<file path="src/rtl/rv32i_boot_loader_if.sv">
// Byte-stream receive handshake plus ITCM write port of the boot loader.
// The loader binds to 'slave'; the byte source / ITCM side uses 'master'.
interface rv32i_boot_loader_if #(
  parameter int ADDR_WTH = 32,
  parameter int WORD_WTH = 32
);
  logic                rx_valid_i;
  logic [7:0]          rx_data_i;
  logic                rx_ready_o;
  logic                ld_itcm_we_o;
  logic [ADDR_WTH-1:0] ld_itcm_addr_o;
  logic [WORD_WTH-1:0] ld_itcm_wdata_o;

  modport slave (
    input  rx_valid_i, rx_data_i,
    output rx_ready_o, ld_itcm_we_o, ld_itcm_addr_o, ld_itcm_wdata_o
  );

  modport master (
    output rx_valid_i, rx_data_i,
    input  rx_ready_o, ld_itcm_we_o, ld_itcm_addr_o, ld_itcm_wdata_o
  );
endinterface

</file>
<file path="src/rtl/rv32i_boot_loader.sv">
// Frame-based program loader: receives addr/len/payload/checksum bytes, writes
// payload words into the ITCM and releases the RV32I core once the sum matches.
module rv32i_boot_loader #(
  parameter int                  WORD_WTH    = 32,
  parameter int                  ADDR_WTH    = 32,
  parameter logic [ADDR_WTH-1:0] ITCM_BASE   = '0,
  parameter int                  ITCM_WORDS  = 4096,
  parameter int                  TIMEOUT_CYC = 1000000
) (
  input  logic                clk,
  input  logic                rst,
  rv32i_boot_loader_if.slave  bus,
  output logic                core_rst_o,
  output logic [ADDR_WTH-1:0] init_pc_o,
  output logic                busy_o,
  output logic                done_o,
  output logic [1:0]          err_o
);
  typedef enum logic [2:0] {
    HDR_ADDR, HDR_LEN, CHECK_HDR, PAYLOAD, CSUM, VERIFY, DONE, ERROR
  } state_t;

  localparam int EW   = ADDR_WTH + 3;
  localparam int TO_W = (TIMEOUT_CYC > 1) ? $clog2(TIMEOUT_CYC) : 1;
  localparam logic [TO_W-1:0] TO_LAST    = TO_W'(TIMEOUT_CYC - 1);
  localparam logic [EW-1:0]   ITCM_BYTES = EW'(ITCM_WORDS) << 2;

  state_t              state, state_nx;
  logic [1:0]          byte_cnt;
  logic [31:0]         asm_q;
  logic [31:0]         field;
  logic [ADDR_WTH-1:0] addr_r;
  logic [31:0]         len_r, word_cnt, sum_q;
  logic [TO_W-1:0]     to_cnt;
  logic                rdy_q, we_q;
  logic [ADDR_WTH-1:0] wr_addr_q;
  logic [WORD_WTH-1:0] wr_data_q;
  logic                receiving, rdy_nx, xfer, last, to_arm, timeout;
  logic [EW-1:0]       off, span_end;
  logic                hdr_bad, sum_ok;

  assign xfer  = bus.rx_valid_i && rdy_q;
  assign last  = xfer && (byte_cnt == 2'd3);
  assign field = {bus.rx_data_i, asm_q[23:0]};

  assign receiving = (state == HDR_ADDR) || (state == HDR_LEN) ||
                     (state == PAYLOAD)  || (state == CSUM);
  // Waiting for the first byte of a frame is never a timeout.
  assign to_arm  = receiving && !((state == HDR_ADDR) && (byte_cnt == 2'd0));
  assign timeout = to_arm && !xfer && (to_cnt == TO_LAST);

  // Offset from the ITCM base in widened arithmetic: a borrow marks A < base,
  // and the end address cannot wrap.
  assign off      = EW'(addr_r) - EW'(ITCM_BASE);
  assign span_end = off + EW'({len_r, 2'b00});
  assign hdr_bad  = (addr_r[1:0] != 2'b00) || off[EW-1] || (span_end > ITCM_BYTES);
  assign sum_ok   = (asm_q == sum_q);

  always_ff @(posedge clk) begin
    if (rst) state <= HDR_ADDR;
    else     state <= state_nx;
  end

  always_comb begin
    state_nx = state;
    case (state)
      HDR_ADDR:  if (last) state_nx = HDR_LEN;
      HDR_LEN:   if (last) state_nx = CHECK_HDR;
      CHECK_HDR: begin
        if (hdr_bad)           state_nx = ERROR;
        else if (len_r == '0)  state_nx = CSUM;
        else                   state_nx = PAYLOAD;
      end
      PAYLOAD:   if (last && (word_cnt == len_r - 32'd1)) state_nx = CSUM;
      CSUM:      if (last) state_nx = VERIFY;
      VERIFY:    state_nx = sum_ok ? DONE : ERROR;
      default:   state_nx = state;
    endcase
    if (timeout) state_nx = HDR_ADDR;
    rdy_nx = (state_nx == HDR_ADDR) || (state_nx == HDR_LEN) ||
             (state_nx == PAYLOAD)  || (state_nx == CSUM);
  end

  always_ff @(posedge clk) begin
    if (rst) begin
      rdy_q      <= 1'b0;
      we_q       <= 1'b0;
      wr_addr_q  <= '0;
      wr_data_q  <= '0;
      byte_cnt   <= '0;
      asm_q      <= '0;
      addr_r     <= '0;
      len_r      <= '0;
      word_cnt   <= '0;
      sum_q      <= '0;
      to_cnt     <= '0;
      core_rst_o <= 1'b1;
      init_pc_o  <= ITCM_BASE;
      busy_o     <= 1'b0;
      done_o     <= 1'b0;
      err_o      <= 2'b00;
    end else begin
      rdy_q <= rdy_nx;
      we_q  <= 1'b0;
      if (!to_arm || xfer) to_cnt <= '0;
      else                 to_cnt <= to_cnt + 1'b1;

      if (xfer) begin
        asm_q[{byte_cnt, 3'b000} +: 8] <= bus.rx_data_i;
        byte_cnt <= byte_cnt + 2'd1;
        if (err_o == 2'b11)     err_o  <= 2'b00;
        if (state == HDR_ADDR) busy_o <= 1'b1;
      end

      if (last) begin
        case (state)
          HDR_ADDR: addr_r <= ADDR_WTH'(field);
          HDR_LEN:  len_r  <= field;
          PAYLOAD: begin
            we_q      <= 1'b1;
            wr_addr_q <= addr_r + ADDR_WTH'({word_cnt, 2'b00});
            wr_data_q <= WORD_WTH'(field);
            sum_q     <= sum_q + field;
            word_cnt  <= word_cnt + 32'd1;
          end
          default: ;
        endcase
      end

      if ((state == CHECK_HDR) && hdr_bad) begin
        err_o  <= 2'b10;
        busy_o <= 1'b0;
      end

      if (state == VERIFY) begin
        busy_o <= 1'b0;
        if (sum_ok) begin
          core_rst_o <= 1'b0;
          done_o     <= 1'b1;
          init_pc_o  <= addr_r;
        end else begin
          err_o <= 2'b01;
        end
      end

      // Abandon the frame; words already written stay in the ITCM.
      if (timeout) begin
        byte_cnt <= '0;
        word_cnt <= '0;
        sum_q    <= '0;
        to_cnt   <= '0;
        err_o    <= 2'b11;
        busy_o   <= 1'b0;
      end
    end
  end

  assign bus.rx_ready_o      = rdy_q;
  assign bus.ld_itcm_we_o    = we_q;
  assign bus.ld_itcm_addr_o  = wr_addr_q;
  assign bus.ld_itcm_wdata_o = wr_data_q;
endmodule

</file>
<file path="src/flat_wrapper.sv">
// flat-port wrapper written by rule: the top's interface ports become plain ports
module rv32i_boot_loader_flat 
#(
  parameter int                  WORD_WTH    = 32,
  parameter int                  ADDR_WTH    = 32,
  parameter logic [ADDR_WTH-1:0] ITCM_BASE   = '0,
  parameter int                  ITCM_WORDS  = 4096,
  parameter int                  TIMEOUT_CYC = 1000000
)
  (clk, rst, core_rst_o, init_pc_o, busy_o, done_o, err_o, bus_rx_valid_i, bus_rx_data_i, bus_rx_ready_o, bus_ld_itcm_we_o, bus_ld_itcm_addr_o, bus_ld_itcm_wdata_o);
  rv32i_boot_loader_if #(.ADDR_WTH(ADDR_WTH), .WORD_WTH(WORD_WTH)) bus_i ();
  input  logic clk;
  input  logic rst;
  output logic core_rst_o;
  output logic [ADDR_WTH-1:0] init_pc_o;
  output logic busy_o;
  output logic done_o;
  output logic [1:0] err_o;
  input wire logic [$bits(bus_i.rx_valid_i)-1:0] bus_rx_valid_i;
  input wire logic [$bits(bus_i.rx_data_i)-1:0] bus_rx_data_i;
  output wire logic [$bits(bus_i.rx_ready_o)-1:0] bus_rx_ready_o;
  output wire logic [$bits(bus_i.ld_itcm_we_o)-1:0] bus_ld_itcm_we_o;
  output wire logic [$bits(bus_i.ld_itcm_addr_o)-1:0] bus_ld_itcm_addr_o;
  output wire logic [$bits(bus_i.ld_itcm_wdata_o)-1:0] bus_ld_itcm_wdata_o;
  assign bus_i.rx_valid_i = bus_rx_valid_i;
  assign bus_i.rx_data_i = bus_rx_data_i;
  assign bus_rx_ready_o = bus_i.rx_ready_o;
  assign bus_ld_itcm_we_o = bus_i.ld_itcm_we_o;
  assign bus_ld_itcm_addr_o = bus_i.ld_itcm_addr_o;
  assign bus_ld_itcm_wdata_o = bus_i.ld_itcm_wdata_o;
  rv32i_boot_loader #(.WORD_WTH(WORD_WTH), .ADDR_WTH(ADDR_WTH), .ITCM_BASE(ITCM_BASE), .ITCM_WORDS(ITCM_WORDS), .TIMEOUT_CYC(TIMEOUT_CYC)) u_core (.clk(clk), .rst(rst), .bus(bus_i), .core_rst_o(core_rst_o), .init_pc_o(init_pc_o), .busy_o(busy_o), .done_o(done_o), .err_o(err_o));
endmodule
</file>
<file path="config.mk">
export PLATFORM = sky130hd
export DESIGN_NAME = rv32i_boot_loader_flat
export DESIGN_NICKNAME = d
export VERILOG_FILES = /design/src/rtl/rv32i_boot_loader_if.sv /design/src/rtl/rv32i_boot_loader.sv /design/src/flat_wrapper.sv
export SDC_FILE = /design/constraint.sdc
export NUM_CORES = 1
export LEC_CHECK = 0
export CAP_MARGIN = 10
export CORE_MARGIN = 2
export CORE_UTILIZATION = 31
export CTS_CLUSTER_SIZE = 40
export DETAILED_ROUTE_END_ITERATION = 16
export MAX_ROUTING_LAYER = met4
export PLACE_DENSITY = 0.44
export SYNTH_ARGS = -nofsm -noshare
export SYNTH_HDL_FRONTEND = slang
export SYNTH_SLANG_ARGS = --single-unit
</file>
<file path="constraint.sdc">
create_clock -name clk -period 10.4 [get_ports clk]
set_input_delay 1.56 -clock clk [delete_from_list [all_inputs] [get_ports clk]]
set_output_delay 1.56 -clock clk [all_outputs]
set_load 0.05 [all_outputs]
</file>
# After elaboration in Yosys (flattened, before gate mapping)
# Cells that the tools add are included.
dict set report totals {
  reg_bits 288
  latch_bits 0
  ram_bits 0
  romBits 0
  input_bits 11
  output_inout_bits 103
  wordCells 92
  memories 0
}
dict set report classes {
  add_sub_neg 8
  mul 0
  n_div 0
  magnitude_cmp 1
  n_eq_ne 13
  n_shift 2
  n_mux 17
  bitwise_logic 1
  n_reduce_logical 33
}
# op count
set ops {}
lappend ops {{$add 32x32->32} 2}
lappend ops {{$eq 32x32->1} 2}
lappend ops {{$add 32x34->35} 1}
lappend ops {{$gt 35x15->1 const B} 1}
lappend ops {{$add 32x1->32 const B} 1}
lappend ops {{$bwmux 32} 1}
lappend ops {{$logic_not 32->1} 1}
lappend ops {{$shift 8x7->32 const A} 1}
lappend ops {{$shiftx 8x7->32} 1}
lappend ops {{$sub 32x1->32 const B} 1}
lappend ops {{$mux 3} 7}
lappend ops {{$add 20x1->20 const B} 1}
lappend ops {{$eq 20x20->1 const B} 1}
lappend ops {{$pmux 3 s6} 1}
lappend ops {{$mux 2} 6}
lappend ops {{$reduce_and 2->1} 5}
lappend ops {{$eq 3x2->1 const B} 3}
lappend ops {{$eq 3x3->1 const B} 3}
lappend ops {{$logic_and 1x1->1} 8}
lappend ops {{$logic_or 1x1->1} 8}
lappend ops {{$neg 5->7} 1}
lappend ops {{$eq 3x1->1 const B} 2}
lappend ops {{$logic_not 3->1} 2}
lappend ops {{$eq 2x2->1 const B} 2}
lappend ops {{9 further kinds} 13}

# Logic depth before layout (Yosys ltp)
dict set report depth {
  ltp_word 12
  mapped_depth 15
  mapped_depth_nobuf 15
}

# Worst setup path after synthesis
# OpenSTA, ideal clock, no wires.
dict set report synth_path {
  kind {in2reg}
  startpoint {in bus_rx_valid_i}
  endpoint {reg u_core.sum_q[29]}
  setup_time_ps 122
  arrival_time_ps 3566
  required_time_ps 10278
  path_slack_ps 6713
  path_stages 9
  n_path_buf 2
  path_cell_list {and2_1 -> clkbuf_1 -> a21oi_1 -> o21ai_0 -> nor4_1 -> or2_2 -> clkbuf_1 -> nor2_1 -> a221o_1}
}
dict set report synth_via {
  elab_chain_cells 5
  word_cells_on_any_way 7
  classes_between {reduce/logical (7)}
}
# item line
set synth_rtl {}
lappend synth_rtl {{from (decl)} flat_wrapper.sv:19} ;# input wire logic [$bits(bus_i.rx_valid_i)-1:0] bus_rx_valid_i;
lappend synth_rtl {{$logic_and 1x1->1 *} rv32i_boot_loader.sv:42} ;# assign xfer = bus.rx_valid_i && rdy_q;
lappend synth_rtl {{$logic_not 1->1} rv32i_boot_loader.sv:50} ;# assign timeout = to_arm && !xfer && (to_cnt == TO_LAST);
lappend synth_rtl {{$logic_and 1x1->1 (2 in a row)} rv32i_boot_loader.sv:50}
lappend synth_rtl {{$reduce_or 2->1 (no source line)} -}
lappend synth_rtl {{to (signal assigned)} rv32i_boot_loader.sv:123} ;# sum_q <= sum_q + field;
lappend synth_rtl {{to (decl)} rv32i_boot_loader.sv:33} ;# logic [31:0] len_r, word_cnt, sum_q;
# Every way passes the cells marked *; elsewhere a longest branch is shown, timed or not.
# A chain may end at the register's enable or synchronous reset.

# Worst setup path in the final report
dict set report layout_path {
  startpoint {reg u_core.len_r[4]}
  endpoint {reg u_core.err_o[1]}
}
dict set report layout_via {
  elab_chain_cells 8
}
# item line
set layout_rtl {}
lappend layout_rtl {{from (decl)} rv32i_boot_loader.sv:33}
lappend layout_rtl {{from (signal assigned)} rv32i_boot_loader.sv:118} ;# HDR_LEN: len_r <= field;
lappend layout_rtl {{$add 32x34->35 *} rv32i_boot_loader.sv:55} ;# assign span_end = off + EW'({len_r, 2'b00});
lappend layout_rtl {{$gt 35x15->1 *} rv32i_boot_loader.sv:56} ;# assign hdr_bad = (addr_r[1:0] != 2'b00) || off[EW-1] || (span_end > ITCM_BYTES);
lappend layout_rtl {{$logic_or 1x1->1 *} rv32i_boot_loader.sv:56}
lappend layout_rtl {{$logic_and 1x1->1 *} rv32i_boot_loader.sv:130} ;# if ((state == CHECK_HDR) && hdr_bad) begin
lappend layout_rtl {{$mux 2 *} rv32i_boot_loader.sv:130}
lappend layout_rtl {{$mux 2} rv32i_boot_loader.sv:137} ;# if (sum_ok) begin
lappend layout_rtl {{$mux 2 *} rv32i_boot_loader.sv:135} ;# if (state == VERIFY) begin
lappend layout_rtl {{$mux 2 *} rv32i_boot_loader.sv:147} ;# if (timeout) begin
lappend layout_rtl {{to (signal assigned)} rv32i_boot_loader.sv:131} ;# err_o <= 2'b10;
lappend layout_rtl {{to (signal assigned)} rv32i_boot_loader.sv:142} ;# err_o <= 2'b01;
lappend layout_rtl {{to (signal assigned)} rv32i_boot_loader.sv:152} ;# err_o <= 2'b11;
lappend layout_rtl {{to (decl)} rv32i_boot_loader.sv:17} ;# output logic [1:0] err_o
# Marks and branches as above.

==> impl_metrics.ini <==
[run_status]
status = completed

[layout]
fin_cells = 2912
final_nets = 2301
utilization_pct = 36.7
drive_above_1_share_pct = 4.24
syn2layout_area_growth_pct = 17.5
insertedDiodeCount = 0
fin_area_um2 = 19600

[timing]
tightest_slew_ns = 1.14
setup_viol = 0
post-route-min-period_ns = 4.73
tns_ns = 0
min_period_over_period_pct = 45.5
rsz0062_at_grt = no
slew_headroom_pct = 23.6
slew_violations = 0
skew_ns = 0.0485
hold_viol_final = 0
fmax_mhz = 211

[cts]
numClockSinks = 288
htree_levels = 2
clk_latency_ns = 0.58
cts_buffer_depth = 3
hold_buffers = 0
clk_pin_slew_ns = 0.06
cts_made_buffers = 38
cts_tree = done
post-cts-setup-buffers = 0
root_buffer = clkbuf_16
postCtsResizedCells = 0

[critical_path]
critPathMaxStageDelay_ns = 0.84
crit_path_end_kind = flop
arrival_ns = 5.15
crit_family = compound AO/OA/AOI/OAI gates
r2r_slack_ns = 5.67
critPathKind = reg -> reg
r2r-start = u_core.len_r[4]
cp_slowest_cell = a221oi_1
critical_path.max_fanout = 7
worst-path-buf-inv = 0
critical_path.cell_chain = ha_1, and3_1, a221oi_1, a21o_1, o21ai_0, xor2_1, o41ai_1, o211ai_1, nor4_1, nand2_1, and3_1, a211oi_1, nor3_1
crit_top_cell = and3_1
required_ns = 10.82
startpoint = u_core.len_r[4]
start_kind = flop

[power]
peakVddDrop_v = 0.000103
combPwrFrac_pct = 3.9
power.density_nw_per_um2 = 128
netSwitchingFraction_pct = 24.0
power.switching_uw = 604
p_total_mw = 2.52
clkPwrFrac_pct = 51.4
p_int_mw = 1.91
p_leak_nw = 7.84
p_seq_share_pct = 44.6

[placed_design]
placed_area_um2 = 18400
gp_congestion = 0.915
port_buffers = 113
dp.cells = 2843
dpl.hpwl_um = 42400

[floorplan]
coreArea_um2 = 53500
io_pins = 114
initial_core_util_pct = 31.2
dieArea_um2 = 55700
die_x_um = 236
fp-row-count = 85
die_h_um = 236

[synth]
synth_seq_cells = 288
ys_top_cells_by_count = nand2_1 (378), dfxtp_1 (288), a21oi_1 (236), nor2_1 (215), ha_1 (99)
synthMostInstantiatedCell = nand2_1
synth_area_leader_cell = dfxtp_1
avgSynthCellArea_um2 = 7.83
ys_top_cells_by_area = dfxtp_1 (35%), nand2_1 (8.5%), ha_1 (7.4%), a21oi_1 (7.1%), nor2_1 (4.8%)
synth_compound_area_share_pct = 19.8
synth_edf_count = 0
synth_top_family_by_area = simple AND/OR/NAND/NOR gates
yosys.area_share.simple_pct = 23.6
synth-async-reset-ratio_pct = 0
synth_xor_area_share_pct = 8.02
ys_seq_area_share_pct = 34.5
synth_top_area_share_pct = 34.5
synth_cells = 2132
syn-cell-area_um2 = 16700
synthMuxAreaShare_pct = 2.70
synth_cell_types = 80
synthAdderAreaFrac_pct = 7.78
yosys_warnings = 0
syn-num-nets = 2245
synth_top_flop_cell = dfxtp_1

[route]
viasPerCell = 5.36
vias = 15600
drc_errors = 0
firstDrtPassIters = 5
wl_um = 58100
drt_iter0_drc = 1042
wl_per_cell_um = 20.0
ant_nets = 0

[global_routing]
first_global_vias = 14900
antenna_found_initial = 0
grt_pass1_wl_um = 90000
grt_overflow = 0
grt_max_degree = 105
grt_usage_pct = 21.2

[run]
maxCapViolCount = 0

[min_path]
min_from = u_core.bus.ld_itcm_addr_o[22]
worstHoldPathType = reg -> reg
## worst register-to-register path, stage by stage (launching register included)
cell and delay, ns:
dfxtp_1 0.49, ha_1 0.36, and3_1 0.17, a221oi_1 0.84
a21o_1 0.23, o21ai_0 0.11, xor2_1 0.17, o41ai_1 0.66
o211ai_1 0.17, nor4_1 0.66, nand2_1 0.15, and3_1 0.29
a211oi_1 0.23, nor3_1 0.06
## placed cells by master (no fill, tap or decap), types with 12 or more instances in the layout
master,n
nand2_1,377
dfxtp_1,288
a21oi_1,236
nor2_1,215
clkdlybuf4s50_1,112
ha_1,99
xnor2_1,82
xor2_1,71
o21ai_0,51
nand3_1,51
a21o_1,47
mux2i_1,44
inv_1,41
clkbuf_16,38
a22oi_1,35
nor3_1,35
nand4_1,33
nor4_1,28
and3_1,26
o21a_1,17
nand2b_1,16
a211oi_1,15
nor2b_1,14
clkbuf_1,14
buf_4,13
or3_1,12
## flip-flops by register name (all words and copies together) (netlist names), 32 cells and up
name                        cells
u_core.addr_r                  32
u_core.asm_q                   32
u_core.bus.ld_itcm_addr_o      32
u_core.bus.ld_itcm_wdata_o     32
u_core.init_pc_o               32
u_core.len_r                   32
u_core.sum_q                   32
u_core.word_cnt                32
## per-layer routing
metal	vias up	global-route usage [%]	part of all wire [%]
met5	-	-	0
met1	7558	28.1	48
li1	7667	-	-
met2	340	34.4	47
met3	49	2.79	4.1
met4	0	4.27	1.4
## path summary, 6_finish.rpt
path | endpoint | cells after the start
max reg2reg | u_core.err_o[1] | 13
min reg2reg | u_core.bus.ld_itcm_addr_o[22] | 2
max | u_core.err_o[1] | 13
min | u_core.bus.ld_itcm_addr_o[22] | 2
## logic make-up (layout without fill, tap and decap cells)
| family | after synthesis | in the layout |
|---|---|---|
| and+or+nand+nor | 868 | 868 |
| AOI/OAI and AO/OA | 524 | 524 |
| DFF | 288 | 288 |
| xor gates and xnor gates | 153 | 153 |
| buffers and inverters | 152 | 236 |
| adders and majority gates | 102 | 102 |
| muxes | 45 | 45 |
## through the flow
| stage | hold WS, ns | setup WS [ns] |
|---|---|---|
| 2_1_floorplan | 0.426 | 6.71 |
| 3_3_place_gp | 0.440 | 5.49 |
| 3_5_place_dp | 0.445 | 5.27 |
| 4_1_cts | 0.452 | 5.64 |
| 5_1_grt | 0.470 | 5.21 |
| 6_report | 0.446 | 5.67 |
## power groups by stage
stage                     Sequential, mW  Clock (mW)  Combinational [mW]
after global routing                1.12        1.38               0.108
after global placement              1.15           0              0.0985
final                               1.12        1.29              0.0985
after CTS                           1.12        1.34              0.0996
after detailed placement            1.15           0              0.0992
after floorplan                     1.15           0              0.0593
## cell type report
| type | count | area (µm²) |
|---|---|---|
| multi-input combinational | 1692 | 10400 |
| fill | 5687 | 33900 |
| clock buffer | 58 | 1090 |
| timing repair buffer | 127 | 1230 |
| sequential | 288 | 5770 |
| inverter | 41 | 154 |
| clock inverter | 10 | 145 |
| tap | 696 | 871 |
(Power assumes the default switching activity.)
